File: src/rtl/div_sample_ctrl.sv
// Slow-tick sampler: divides clk_in by a latched ratio N and captures K serial
// bits of d_in into a shift register, one bit per slow tick.
module div_sample_ctrl #(
    parameter int unsigned CNT_W    = 8,
    parameter int unsigned MAX_SAMP = 16
) (
    input  logic                clk_in,
    input  logic                rst,
    input  logic                start,
    input  logic                abort,
    input  logic [CNT_W-1:0]    div_ratio,
    input  logic [4:0]          num_samples,
    input  logic                d_in,
    output logic                busy,
    output logic                tick,
    output logic [MAX_SAMP-1:0] sample_q,
    output logic                done,
    output logic                err
);

    localparam int unsigned K_W   = 5;
    // num_samples cannot exceed 31, so clamp the capacity limit to that range
    localparam int unsigned MAX_K = (MAX_SAMP > 31) ? 31 : MAX_SAMP;

    typedef enum logic [1:0] {
        IDLE = 2'd0,
        RUN  = 2'd1,
        DONE = 2'd2
    } state_t;

    state_t           state;
    logic [CNT_W-1:0] n_lat;
    logic [CNT_W-1:0] tick_cnt;
    logic [K_W-1:0]   k_lat;
    logic [K_W-1:0]   samp_cnt;

    logic             cfg_valid_c;
    logic [CNT_W-1:0] n_last_c;
    logic             wrap_c;
    logic [CNT_W-1:0] tick_cnt_nxt_c;
    logic             last_samp_c;

    always_comb begin
        cfg_valid_c    = (div_ratio >= CNT_W'(2)) && (num_samples != K_W'(0))
                         && (num_samples <= K_W'(MAX_K));
        n_last_c       = n_lat - CNT_W'(1);
        wrap_c         = (tick_cnt == n_last_c);
        tick_cnt_nxt_c = wrap_c ? '0 : tick_cnt + CNT_W'(1);
        last_samp_c    = ((samp_cnt + K_W'(1)) == k_lat);
    end

    // Single-process FSM; tick/busy/done/err are registered for the cycle they describe
    always_ff @(posedge clk_in or negedge rst) begin
        if (!rst) begin
            state    <= IDLE;
            n_lat    <= '0;
            k_lat    <= '0;
            tick_cnt <= '0;
            samp_cnt <= '0;
            sample_q <= '0;
            busy     <= 1'b0;
            tick     <= 1'b0;
            done     <= 1'b0;
            err      <= 1'b0;
        end else begin
            done <= 1'b0;
            err  <= 1'b0;
            case (state)
                IDLE: begin
                    if (start) begin
                        if (cfg_valid_c) begin
                            n_lat    <= div_ratio;
                            k_lat    <= num_samples;
                            tick_cnt <= '0;
                            samp_cnt <= '0;
                            sample_q <= '0;
                            busy     <= 1'b1;
                            tick     <= 1'b0;
                            state    <= RUN;
                        end else begin
                            err <= 1'b1;
                        end
                    end
                end
                RUN: begin
                    if (abort) begin
                        // abort beats a coincident tick: no capture on this edge
                        busy  <= 1'b0;
                        tick  <= 1'b0;
                        state <= IDLE;
                    end else if (wrap_c) begin
                        sample_q <= {sample_q[MAX_SAMP-2:0], d_in};
                        samp_cnt <= samp_cnt + K_W'(1);
                        tick_cnt <= tick_cnt_nxt_c;
                        tick     <= 1'b0;
                        if (last_samp_c) begin
                            busy  <= 1'b0;
                            done  <= 1'b1;
                            state <= DONE;
                        end
                    end else begin
                        tick_cnt <= tick_cnt_nxt_c;
                        tick     <= (tick_cnt_nxt_c == n_last_c);
                    end
                end
                DONE: begin
                    state <= IDLE;
                end
                default: begin
                    busy  <= 1'b0;
                    tick  <= 1'b0;
                    state <= IDLE;
                end
            endcase
        end
    end

endmodule
File: config.mk
export PLATFORM = sky130hd
export DESIGN_NAME = div_sample_ctrl
export DESIGN_NICKNAME = d
export VERILOG_FILES = /design/src/rtl/div_sample_ctrl.sv
export SDC_FILE = /design/constraint.sdc
export NUM_CORES = 1
export LEC_CHECK = 0
export BUFFER_PORTS_ARGS = -buffer_cell sky130_fd_sc_hd__buf_2
export CAP_MARGIN = 20
export CORE_MARGIN = 1
export CORE_UTILIZATION = 63
export CTS_BUF_LIST = sky130_fd_sc_hd__clkbuf_4 sky130_fd_sc_hd__clkbuf_8
export DETAILED_ROUTE_END_ITERATION = 6
export PLACE_DENSITY_LB_ADDON = 0.25
export SLEW_MARGIN = 10
export SYNTH_ARGS = -nofsm -noshare
export SYNTH_HDL_FRONTEND = slang
export SYNTH_SLANG_ARGS = --single-unit
File: constraint.sdc
create_clock -name clk_in -period 5.5 [get_ports clk_in]
set_clock_uncertainty 0.05 [all_clocks]
set_input_delay 0.55 -clock clk_in [delete_from_list [all_inputs] [get_ports clk_in]]
set_output_delay 0.55 -clock clk_in [all_outputs]
set_load 0.005 [all_outputs]
Yosys cells after proc, flatten, opt, wreduce, memory -nomap -nowiden:

Index checks and enable logic that the tools add are counted.

* output and inout port bits: 20
* logic and storage cells: 77
* flip-flop bits (word level): 48

* multiplexer cells: 39
* eq/ne operators: 11
* add/subtract/negate cells: 3
* $lt $le $gt $ge: 2
* reduce and logical (&&, ||, !) cells: 11
* bitwise operators: 1

Operators with widths (number)
* $mux 16: 4
* $mux 8: 4
* $pmux 16 s2: 1
* $mux 5: 4
* $eq 8x8->1: 2
* $mux 1: 16
* $pmux 8 s2: 1
* $mux 2: 5
* $pmux 5 s2: 1
* $reduce_and 5->1: 2
* $add 8x1->8 const B: 1
* $ge 8x2->1 const B: 1
* $ne 2x2->1 const B: 4
* $reduce_and 4->1: 2
* $sub 8x1->8 const B: 1
* $ne 3x3->1 const B: 2
* $pmux 1 s3: 2
* $reduce_and 3->1: 2
* $add 5x1->5 const B: 1
* $eq 5x5->1: 1
* $le 5x5->1 const B: 1
* $reduce_bool 5->1: 1
* $pmux 2 s2: 1
* $eq 2x1->1 const B: 1
* 5 further kinds: 6

Longest topological paths before layout:

Gate-level depths: netlist of the first run.

* depth in word-level cells: 7
* depth in mapped cells: 9

Worst setup path after synthesis of the first run:

OpenSTA, ideal clock, no wires.

* kind: reg2reg
* start: register n_lat[0]
* end: register samp_cnt[2]
* stages on the path, launching flop included: 10
* setup time: 0.118 ns
* data required time: 5.332 ns
* setup slack: 3.302 ns
* path buffers: 1
* arrival: 2.030 ns
* period minus slack after synthesis: 2.198 ns
* cells stage by stage: dfrtp_1 inv_1 ha_1 nor3b_1 xnor2_1 nor4_2 nand4_2 buf_2 o2bb2ai_1 a21o_1

* cells in the longest elaborated chain, start to end: 4

Ends and longest elaborated chain
* from (decl): RTL line 32 `logic [CNT_W-1:0] n_lat;`
* from (signal assigned): RTL line 72 `n_lat <= div_ratio;`
* $sub 8x1->8: RTL line 46 `n_last_c = n_lat - CNT_W'(1);`
* $eq 8x8->1: RTL line 47 `wrap_c = (tick_cnt == n_last_c);`
* $ne 2x2->1 (no line)
* $reduce_and 5->1 (no line)
* to (signal assigned): RTL line 93 `samp_cnt <= samp_cnt + K_W'(1);`
* to (decl): RTL line 35 `logic [K_W-1:0] samp_cnt;`

No other way between the ends.
A chain may end at the register's enable or synchronous reset.

Worst setup path in the final report of the first run:

* start: register n_lat[0]
* end: register samp_cnt[3]

The elaborated chain is that of the path after synthesis.

==> impl_results.md, run 1 <==
* CTS Buf Count at 5
* Nets at 314
* IO buf count at 37
* Synthesized area at 2520 um^2
* Largest net degree at the start of global routing at 49
* CTS Root Cell: clkbuf_8
* Mux share of post-synthesis cell area at 6.19%
* Sequential share of the synthesized area at 47.6%
* Resized Gates After CTS at 0
* Worst hold path class: primary input to asynchronous set/reset pin
* Vias in the first global route at 1765
* Final setup vio count at 0
* GRT Overall Usage at 24.9%
* Filler cell count at 280
* Core Region at 3740 um^2
* Post-CTS Repair Setup Buffers at 0
* Initial antenna violation count at 0
* Die area at 4260 um^2
* IO Count at 38
* Largest family of logic cells by synthesized area: simple AND/OR/NAND/NOR gates
* Reg clk slew, reported paths at 0.08 ns
* Hold buffer count at cts at 0
* Final WL at 4780 um
* RR Endpoint: samp_cnt[3]
* Arrival @ worst endpoint at 3.31 ns
* Area occupied by multi-input gates at 1260 um^2
* GRT busiest layer: met2
* Number of max-cap violations at 0
* Synth Area in XOR/XNOR at 9.71%
* CP cell instances: inv_1 > ha_1 > nor3b_1 > xnor2_1 > nor4_2 > nand4_2 > and2_1 > a211o_1
* Pins over their slew limit at 0
* Compound-gate portion of the synthesized area at 10.1%
* Run status: finished, final reports clean
* Synthesized area per cell at 9.82 um^2
* R2R depth at 8
* Routed len/inst at 14.0 um
* CP Capture Type: flop
* Synthesis-stage register bit count at 48
* Slowest stage delay, CP at 0.70 ns
* Via count at 1965
* Crit-path slowest cell: nand4_2
* Setup TNS at 0 ns
* Worst slew margin at 44.6%
* Most common cell after layout, fill and taps aside: dfrtp_1
* Clk buf depth at 2
* Synth Area in Adders at 1.49%
* Worst R2R Start: n_lat[0]
* Req. time, crit path at 5.64 ns
* Row cnt at 22
* Area Growth Syn to Fin at 13.2%
* Worst Setup Path Type: flop to flop
* # diodes at 0
* Drt pass-1 iters at 5
* Starting DRT DRC Count at 221
* Max Clock Freq at 0.315 GHz
* Worst hold-check slack at 0.188 ns
* Met1 usage at 35.3%
* Met2 Track Usage GR at 38.0%
* Die Width at 65.3 um
* Netlist cell types at 38
* Period minus WS final at 3.17 ns
* H-tree depth at 2
* Clk sinks at 48
* Clock latency on the worst-skew pair at 0.29 ns
* Global route total overflow at 0
* DRC Markers at 0
* M3 GR Usage at 5.73%
* RSZ-0062 raised after global routing: no
* Final RePlAce weighted congestion at 0.815
* Critical Path Start Type: flop
* First-pass GRT wire length at 7980 um
* FF/Latch Area at 1200 um^2
* Final hold viol count at 0
* CP Max Fanout at 41
* Final period util at 57.7%
* Effective utilization at floorplan at 67.4%
* Yosys Warn Count at 0
* Die H at 65.3 um
* CTS tree: built
* Post-DP HPWL at 3510 um
* Syn Nets at 278
* Worst vdd ir at 218 uV
* R2R Setup Slk at 2.33 ns
* Antenna Nets Post-Route at 0
* Cells after Synth at 257
* Worst-Margin Slew at 0.828 ns
* Layout cells sized above 1 at 21.8%
* Pwr dens at 308 nW/um^2
* Commonest cells after routing, fill and taps aside: dfrtp_1 (48), buf_2 (37), nand3_1 (36), nand2_1 (29), o21ai_0 (24)
* Leakage at 1.31 nW
* Post-DR vias/cell at 5.76
* Simple-gate area share of the yosys netlist at 22.5%
==> cell usage after synthesis <==
library cell | count | area share [%]
dfrtp_1 | 48 | 48
nand3_1 | 36 | 7.1
nand2_1 | 29 | 4.3
o21ai_0 | 24 | 4.8
xnor2_1 | 20 | 6.9
mux2_2 | 13 | 5.8
clkbuf_1 | 10 | 1.5
xor2_1 | 8 | 2.8
nand2b_1 | 6 | 1.5
nor2_1 | 6 | 0.89
inv_1 | 5 | 0.74
nand3b_1 | 5 | 1.5
nor4_1 | 5 | 1.2
a21o_1 | 3 | 0.89
ha_1 | 3 | 1.5
nand4_1 | 3 | 0.74
nor3_1 | 3 | 0.59
nor3b_1 | 3 | 0.89
or3_1 | 3 | 0.74
a21oi_1 | 2 | 0.40
nor2b_1 | 2 | 0.50
o2bb2ai_1 | 2 | 0.69
o311ai_0 | 2 | 0.69
o31ai_1 | 2 | 0.59
a211o_1 | 1 | 0.35
a211oi_1 | 1 | 0.30
a22o_1 | 1 | 0.35
a22oi_2 | 1 | 0.50
a31oi_1 | 1 | 0.25
and2_1 | 1 | 0.25
and3_1 | 1 | 0.25
and3b_1 | 1 | 0.35
buf_2 | 1 | 0.20
mux2i_1 | 1 | 0.40
nand4_2 | 1 | 0.50
nor3_4 | 1 | 0.64
nor4_2 | 1 | 0.50
o221ai_1 | 1 | 0.35
==> power by group <==
part | total (W) | switching [W] | leakage [nW] | internal [W]
Sequential | 0.000440 | 0.0000479 | 0.632 | 0.000392
Clock | 0.000195 | 0.000109 | 0.0400 | 0.0000861
Combinational | 0.000246 | 0.000126 | 0.637 | 0.000120
Total | 0.000881 | 0.000283 | 1.31 | 0.000598
==> worst max-delay path, delay by kind of cell (launching register included) <==
family / cells / cell delay (ns)
compound gates: 1 / 0.29
flops: 1 / 0.44
fa+ha+maj: 1 / 0.19
xor+xnor: 1 / 0.15
simple gates: 4 / 1.87
buf+inv: 1 / 0.08
==> flip-flops by register name (all words and copies together), names as in the netlist, 2 cells and up <==
signal,flops
tick_cnt,8
k_lat,5
samp_cnt,5
state,2
sample_q,16
n_lat,8
==> cells by family (layout without fill, tap and decap cells) <==
kind of cell             Yosys count  count (layout)
AO/OA/AOI/OAI                     41              41
XOR/XNOR                          28              28
adder cells (fa/ha/maj)            3               3
buffers and inverters             16              52
flip-flops                        48              48
multiplexers                      14              14
AND/OR/NAND/NOR                  107             107
==> layer usage <==
metal | share of wire [%] | wire [um]
met5 | 0 | 0
met4 | 0.88 | 42
met3 | 5.1 | 242
met2 | 45 | 2150
met1 | 49 | 2340
==> area by class of cell <==
type / count / share of cell area [%]
Tap cell: 48 / 2.10
Clock inverter: 2 / 0.438
Clock buffer: 5 / 2.41
Timing Repair Buffer: 40 / 8.23
Sequential cell: 48 / 42.0
Multi-Input combinational cell: 193 / 44.2
Inverter: 5 / 0.656
==> worst max-delay path by stage <==
stage                              start           to  depth (start not counted)
after detailed placement        n_lat[0]  samp_cnt[3]                          8
final                           n_lat[0]  samp_cnt[3]                          8
after CTS                       n_lat[0]  samp_cnt[3]                          8
after global routing            n_lat[0]  samp_cnt[3]                          8
after global placement    num_samples[1]  samp_cnt[3]                          7
after floorplan                 n_lat[0]  samp_cnt[2]                          9
==> per-stage QoR <==
stage	instances	power (W)	utilization, %	instance area (um^2)	worst slack [ns]
after global placement	332	0.000678	73.1	2740	2.43
final	341	0.000881	76.4	2860	2.33
after floorplan	257	0.000629	-	2520	3.30
after global routing	341	0.000934	76.4	2860	2.00
after detailed placement	333	0.000689	73.5	2750	2.31
after CTS	340	0.000884	75.6	2830	2.29
(Power assumes the default switching activity.)
==> run 2, diff against run 1 <==
- CORE_UTILIZATION: 63 -> 53
- clock period: 5.5 -> 2.9 ns (I/O delays scaled with it)
==> impl_results.md, run 2 (synthesized netlist as in run 1, its figures left out) <==
* Max reg flops at 16 (unchanged)
* Worst-Margin Slew at 0.790 ns (was 0.828 ns)
* Area Growth Syn to Fin at 15.2% (was 13.2%)
* R2R depth at 9 (was 8)
* Run status: complete, but fails checks (was finished, final reports clean)
* Worst hold path class: primary input to flop (was primary input to asynchronous set/reset pin)
* CP delay by family, top: simple AND/OR/NAND/NOR gates (unchanged)
* Starting DRT DRC Count at 166 (was 221)
* CTS Root Cell: clkbuf_8 (unchanged)
* Final Util at 65.0% (was 76.4%)
* Worst slew margin at 47.1% (was 44.6%)
* Core Region at 4470 um^2 (was 3740 um^2)
* IO buf count at 37 (unchanged)
* Layout cells sized above 1 at 22.6% (was 21.8%)
* Final RePlAce weighted congestion at 0.847 (was 0.815)
* RSZ-0062 raised after global routing: no (unchanged)
* CTS Buf Count at 5 (unchanged)
* Top flop regs: sample_q: 16 flops, n_lat: 8 flops, tick_cnt: 8 flops (unchanged)
* Dpl cells at 339 (was 333)
* CP cell instances: inv_1 > ha_1 > nor3b_1 > xnor2_1 > nor4_2 > nand4_2 > buf_4 > nor4_1 > a211o_1 (was inv_1 > ha_1 > nor3b_1 > xnor2_1 > nor4_2 > nand4_2 > and2_1 > a211o_1)
* Largest net degree at the start of global routing at 49 (unchanged)
* Vias in the first global route at 1879 (was 1765)
* Period minus WS final at 2.51 ns (was 3.17 ns)
* GRT Overall Usage at 22.3% (was 24.9%)
* Post-DP HPWL at 3670 um (was 3510 um)
* Clock latency on the worst-skew pair at 0.30 ns (was 0.29 ns)
* Failing checks: design-rule violations
* Commonest cells after routing, fill and taps aside: dfrtp_1 (48), buf_2 (37), nand3_1 (36), nand2_1 (29), o21ai_0 (24) (unchanged)
* Leakage at 1.33 nW (was 1.31 nW)
* Row cnt at 24 (was 22)
* CP Capture Type: flop (unchanged)
* Hold Path Depth at 2
* Total Power at 0.00180 W (was 0.000881 W)
* Antenna Nets Post-Route at 0 (unchanged)
* CTS tree: built (unchanged)
* WP depth at 9 (was 8)
* Number of max-cap violations at 0 (unchanged)
* DRC Markers at 3 (was 0)
* Pwr dens at 619 nW/um^2 (was 308 nW/um^2)
* Worst Path Buf+Inv at 2 (was 1)
* Crit-path slowest cell: dfrtp_1 (was nand4_2)
* Post-DR vias/cell at 5.62 (was 5.76)
* Die H at 71.0 um (was 65.3 um)
* Slowest stage delay, CP at 0.45 ns (was 0.70 ns)
* Arrival @ worst endpoint at 2.70 ns (was 3.31 ns)
* Via count at 1961 (was 1965)
* Final period util at 86.5% (was 57.7%)
* Pins over their slew limit at 0 (unchanged)
* Setup TNS at 0 ns (unchanged)
* Die Width at 71.0 um (was 65.3 um)
* Max Clock Freq at 0.399 GHz (was 0.315 GHz)
* Most common cell after layout, fill and taps aside: dfrtp_1 (unchanged)
* Reg with most FFs: sample_q (unchanged)
* Drt pass-1 iters at 6 (was 5)
* Die area at 5040 um^2 (was 4260 um^2)
* # diodes at 0 (unchanged)
* Worst vdd ir at 344 uV (was 218 uV)
* Worst Setup Path Type: flop to flop (unchanged)
* H-tree depth at 2 (unchanged)
* Routed len/inst at 14.3 um (was 14.0 um)
* Final hold viol count at 0 (unchanged)
* Final WL at 4990 um (was 4780 um)
* Effective utilization at floorplan at 56.4% (was 67.4%)
* Clk sinks at 48 (unchanged)
* CP Max Fanout at 39 (was 41)
* Clk buf depth at 2 (unchanged)
* Initial antenna violation count at 0 (unchanged)
* IO Count at 38 (unchanged)
* First-pass GRT wire length at 8800 um (was 7980 um)
* Global route total overflow at 0 (unchanged)
* Critical Path Start Type: flop (unchanged)
* R2R Setup Slk at 0.39 ns (was 2.33 ns)
* Nets at 317 (was 314)
* Placed inst area at 2760 um^2 (was 2750 um^2)
* Final setup vio count at 0 (unchanged)
* Non-filler cells, final at 349 (was 341)
* Post-route cell area at 2910 um^2 (was 2860 um^2)
* Reg clk slew, reported paths at 0.09 ns (was 0.08 ns)
* Req. time, crit path at 3.09 ns (was 5.64 ns)
run 2: metrics by stage:
step,hold slack [ns],setup WS [ns]
2_1_floorplan,-0.0556,0.702
3_3_place_gp,0.430,0.510
3_5_place_dp,0.436,0.378
4_1_cts,0.153,0.353
5_1_grt,0.172,0.130
6_report,0.170,0.392
run 2: path summary, 6_finish.rpt:
check	end	from
max	samp_cnt[3]	n_lat[0]
min	n_lat[0]	div_ratio[0]
max reg2reg	samp_cnt[3]	n_lat[0]
min reg2reg	sample_q[15]	sample_q[15]
max in group asynchronous	sample_q[13]	rst
min in group asynchronous	tick_cnt[2]	rst
run 2: area by class of cell:
| type | instances | area (um^2) |
|---|---|---|
| multi-input combinational | 193 | 1260 |
| inverter | 5 | 18.8 |
| timing repair buffer | 43 | 245 |
| sequential | 48 | 1200 |
| clock inverter | 3 | 46.3 |
| tap | 52 | 65.1 |
| fill | 361 | 1570 |
| clock buffer | 5 | 68.8 |
run 2: where the power goes:
| part | internal [W] | switching [W] |
|---|---|---|
| Sequential | 0.000743 | 0.0000912 |
| Combinational | 0.000228 | 0.000241 |
| Clock | 0.000260 | 0.000237 |
run 2: repair_timing:
item,4_1_cts,5_1_grt
hold endpoints to repair,0,15
buffers inserted,0,0
hold buffers,0,1
resized for setup,0,0
run 2: metal layers:
metal	track usage, %	share of wire (%)
met5	0	0
met4	6.00	1.1
met3	5.41	3.8
met2	34.3	45
met1	31.8	50
==> run 3, diff against run 2 <==
- CORE_UTILIZATION: 53 -> 63
- clock period: 2.9 -> 3.05 ns (I/O delays scaled with it)
==> impl_results.md, run 3 (synthesized netlist as in run 1, its figures left out) <==
* Run status: finished, final reports clean (was complete, but fails checks)
* Critical Path Start Type: flop (unchanged)
* CTS tree: built (unchanged)
* Die H at 65.3 um (was 71.0 um)
* Core Region at 3740 um^2 (was 4470 um^2)
* Resized Gates After CTS at 0 (unchanged)
* Arrival @ worst endpoint at 2.65 ns (was 2.70 ns)
* Sw Pwr at 0.000532 W (was 0.000569 W)
* Routed len/inst at 14.6 um (was 14.3 um)
* Logic pwr share at 27.7% (was 26.1%)
* Internal power at 0.00110 W (was 0.00123 W)
* Period minus WS final at 2.49 ns (was 2.51 ns)
* Nets at 317 (unchanged)
* Pwr dens at 568 nW/um^2 (was 619 nW/um^2)
* First-pass GRT wire length at 8870 um (was 8800 um)
* Reg clk slew, reported paths at 0.09 ns (about the same)
* Switch share at 32.5% (was 31.6%)
* RSZ-0062 raised after global routing: no (unchanged)
* Clk sinks at 48 (unchanged)
* Post-CTS Repair Setup Buffers at 0 (unchanged)
* Post-DR vias/cell at 5.93 (was 5.62)
* CP cell instances: inv_1 > ha_1 > nor3b_1 > xnor2_1 > nor4_2 > nand4_2 > buf_4 > o2bb2ai_1 > a21o_1 (was inv_1 > ha_1 > nor3b_1 > xnor2_1 > nor4_2 > nand4_2 > buf_4 > nor4_1 > a211o_1)
* Reg with most FFs: sample_q (unchanged)
* Crit-path slowest cell: dfrtp_1 (unchanged)
* Worst hold path class: primary input to flop (unchanged)
* Effective utilization at floorplan at 67.4% (was 56.4%)
* Register share of total power at 48.6% (was 46.3%)
* IO Count at 38 (unchanged)
* Antenna Nets Post-Route at 0 (unchanged)
* Hold buffer count at cts at 0 (unchanged)
* Pins over their slew limit at 0 (unchanged)
* Post-route cell area at 2880 um^2 (was 2910 um^2)
* IO buf count at 37 (unchanged)
* Final RePlAce weighted congestion at 0.786 (was 0.847)
* Clock network power share at 23.7% (was 27.6%)
* Row cnt at 22 (was 24)
* CTS Buf Count at 5 (unchanged)
* Setup TNS at 0 ns (unchanged)
* GRT Overall Usage at 27.3% (was 22.3%)
* CTS Root Cell: clkbuf_8 (unchanged)
* Worst-Margin Slew at 0.760 ns (was 0.790 ns)
* Most common cell after layout, fill and taps aside: dfrtp_1 (unchanged)
* Top flop regs: sample_q: 16 flops, n_lat: 8 flops, tick_cnt: 8 flops (unchanged)
* Worst slew margin at 49.1% (was 47.1%)
* Area Growth Syn to Fin at 14.1% (was 15.2%)
* CP Capture Type: flop (unchanged)
* Leakage at 1.33 nW (about the same)
* Worst vdd ir at 505 uV (was 344 uV)
* Die Width at 65.3 um (was 71.0 um)
* Max reg flops at 16 (unchanged)
* Max Clock Freq at 0.401 GHz (was 0.399 GHz)
* Req. time, crit path at 3.21 ns (was 3.09 ns)
* DRC Markers at 0 (was 3)
* Slowest stage delay, CP at 0.44 ns (was 0.45 ns)
* CP delay by family, top: simple AND/OR/NAND/NOR gates (unchanged)
* Final setup vio count at 0 (unchanged)
* Via count at 2046 (was 1961)
* CP Max Fanout at 39 (unchanged)
* Vias in the first global route at 1979 (was 1879)
* Commonest cells after routing, fill and taps aside: dfrtp_1 (48), buf_2 (37), nand3_1 (36), nand2_1 (29), o21ai_0 (24) (unchanged)
* # diodes at 0 (unchanged)
* Clock latency on the worst-skew pair at 0.31 ns (was 0.30 ns)
* Final hold viol count at 0 (unchanged)
* Initial antenna violation count at 0 (unchanged)
* Number of max-cap violations at 0 (unchanged)
* Final WL at 5030 um (was 4990 um)
* Clk buf depth at 2 (unchanged)
* Worst Setup Path Type: flop to flop (unchanged)
* Placed inst area at 2760 um^2 (about the same)
* H-tree depth at 2 (unchanged)
* Final period util at 81.7% (was 86.5%)
* Post-DP HPWL at 3680 um (was 3670 um)
* Starting DRT DRC Count at 196 (was 166)
* Die area at 4260 um^2 (was 5040 um^2)
* Worst Path Buf+Inv at 2 (unchanged)
* Global route total overflow at 0 (unchanged)
* Layout cells sized above 1 at 22.6% (unchanged)
* Total Power at 0.00164 W (was 0.00180 W)
* Largest net degree at the start of global routing at 49 (unchanged)
* Drt pass-1 iters at 4 (was 6)
[run 3: cell types whose count changed in the layout (fill, tap and decap cells not counted), sizes merged]
| cell | previous run | this run |
|---|---|---|
| bufinv | 1 | 0 |
| clkbuf | 5 | 6 |
| clkinv | 0 | 2 |
| clkinvlp | 1 | 0 |
| inv | 6 | 5 |
[run 3: path summary, 6_finish.rpt]
path	slack, ns	startpoint	to	cells after the start
worst max-delay path	0.56	n_lat[0]	samp_cnt[2]	9
worst min-delay path	0.18	d_in	sample_q[0]	3
worst max register to register	0.56	n_lat[0]	samp_cnt[2]	9
worst min register to register	0.48	sample_q[4]	sample_q[4]	2
max in group asynchronous	2.01	rst	samp_cnt[0]	3
min in group asynchronous	0.44	rst	tick_cnt[3]	2
[run 3: worst min-delay path, cell delays in order]
cell     delay [ns]
buf_2          0.10
nand2_1        0.04
o21ai_0        0.06
[run 3: per-stage QoR]
step	setup slack, ns	utilization (%)	std cells	hold WS [ns]
after floorplan	0.852	-	257	-0.0406
after global placement	0.676	73.7	335	0.441
after detailed placement	0.574	73.7	335	0.448
after CTS	0.563	76.1	343	0.154
after global routing	0.372	76.9	345	0.188
final	0.557	76.9	345	0.182
[run 3: layout make-up]
type                    count  area, um^2
flip-flops and latches     48        1200
repair buffers             43         245
clock buffers               6        82.6
inverters                   5        18.8
clock inverters             2        10.0
fillers                   270         863
multi-input cells         193        1260
well taps                  48        60.1
[run 3: routing by layer]
layer | share of wire, % | vias to the layer above | track usage (%)
li1 | - | 994 | -
met1 | 46 | 968 | 37.5
met2 | 46 | 72 | 42.0
met3 | 6.4 | 12 | 7.47
met4 | 2.1 | 0 | 8.97
met5 | 0 | - | 0
[run 3: power groups by stage]
| stage | logic, W | registers, W | clock network, W |
|---|---|---|---|
| after floorplan | 0.000350 | 0.000784 | 0 |
| after global placement | 0.000424 | 0.000798 | 0 |
| after detailed placement | 0.000446 | 0.000808 | 0 |
| after CTS | 0.000449 | 0.000795 | 0.000395 |
| after global routing | 0.000501 | 0.000809 | 0.000423 |
| final | 0.000453 | 0.000796 | 0.000388 |
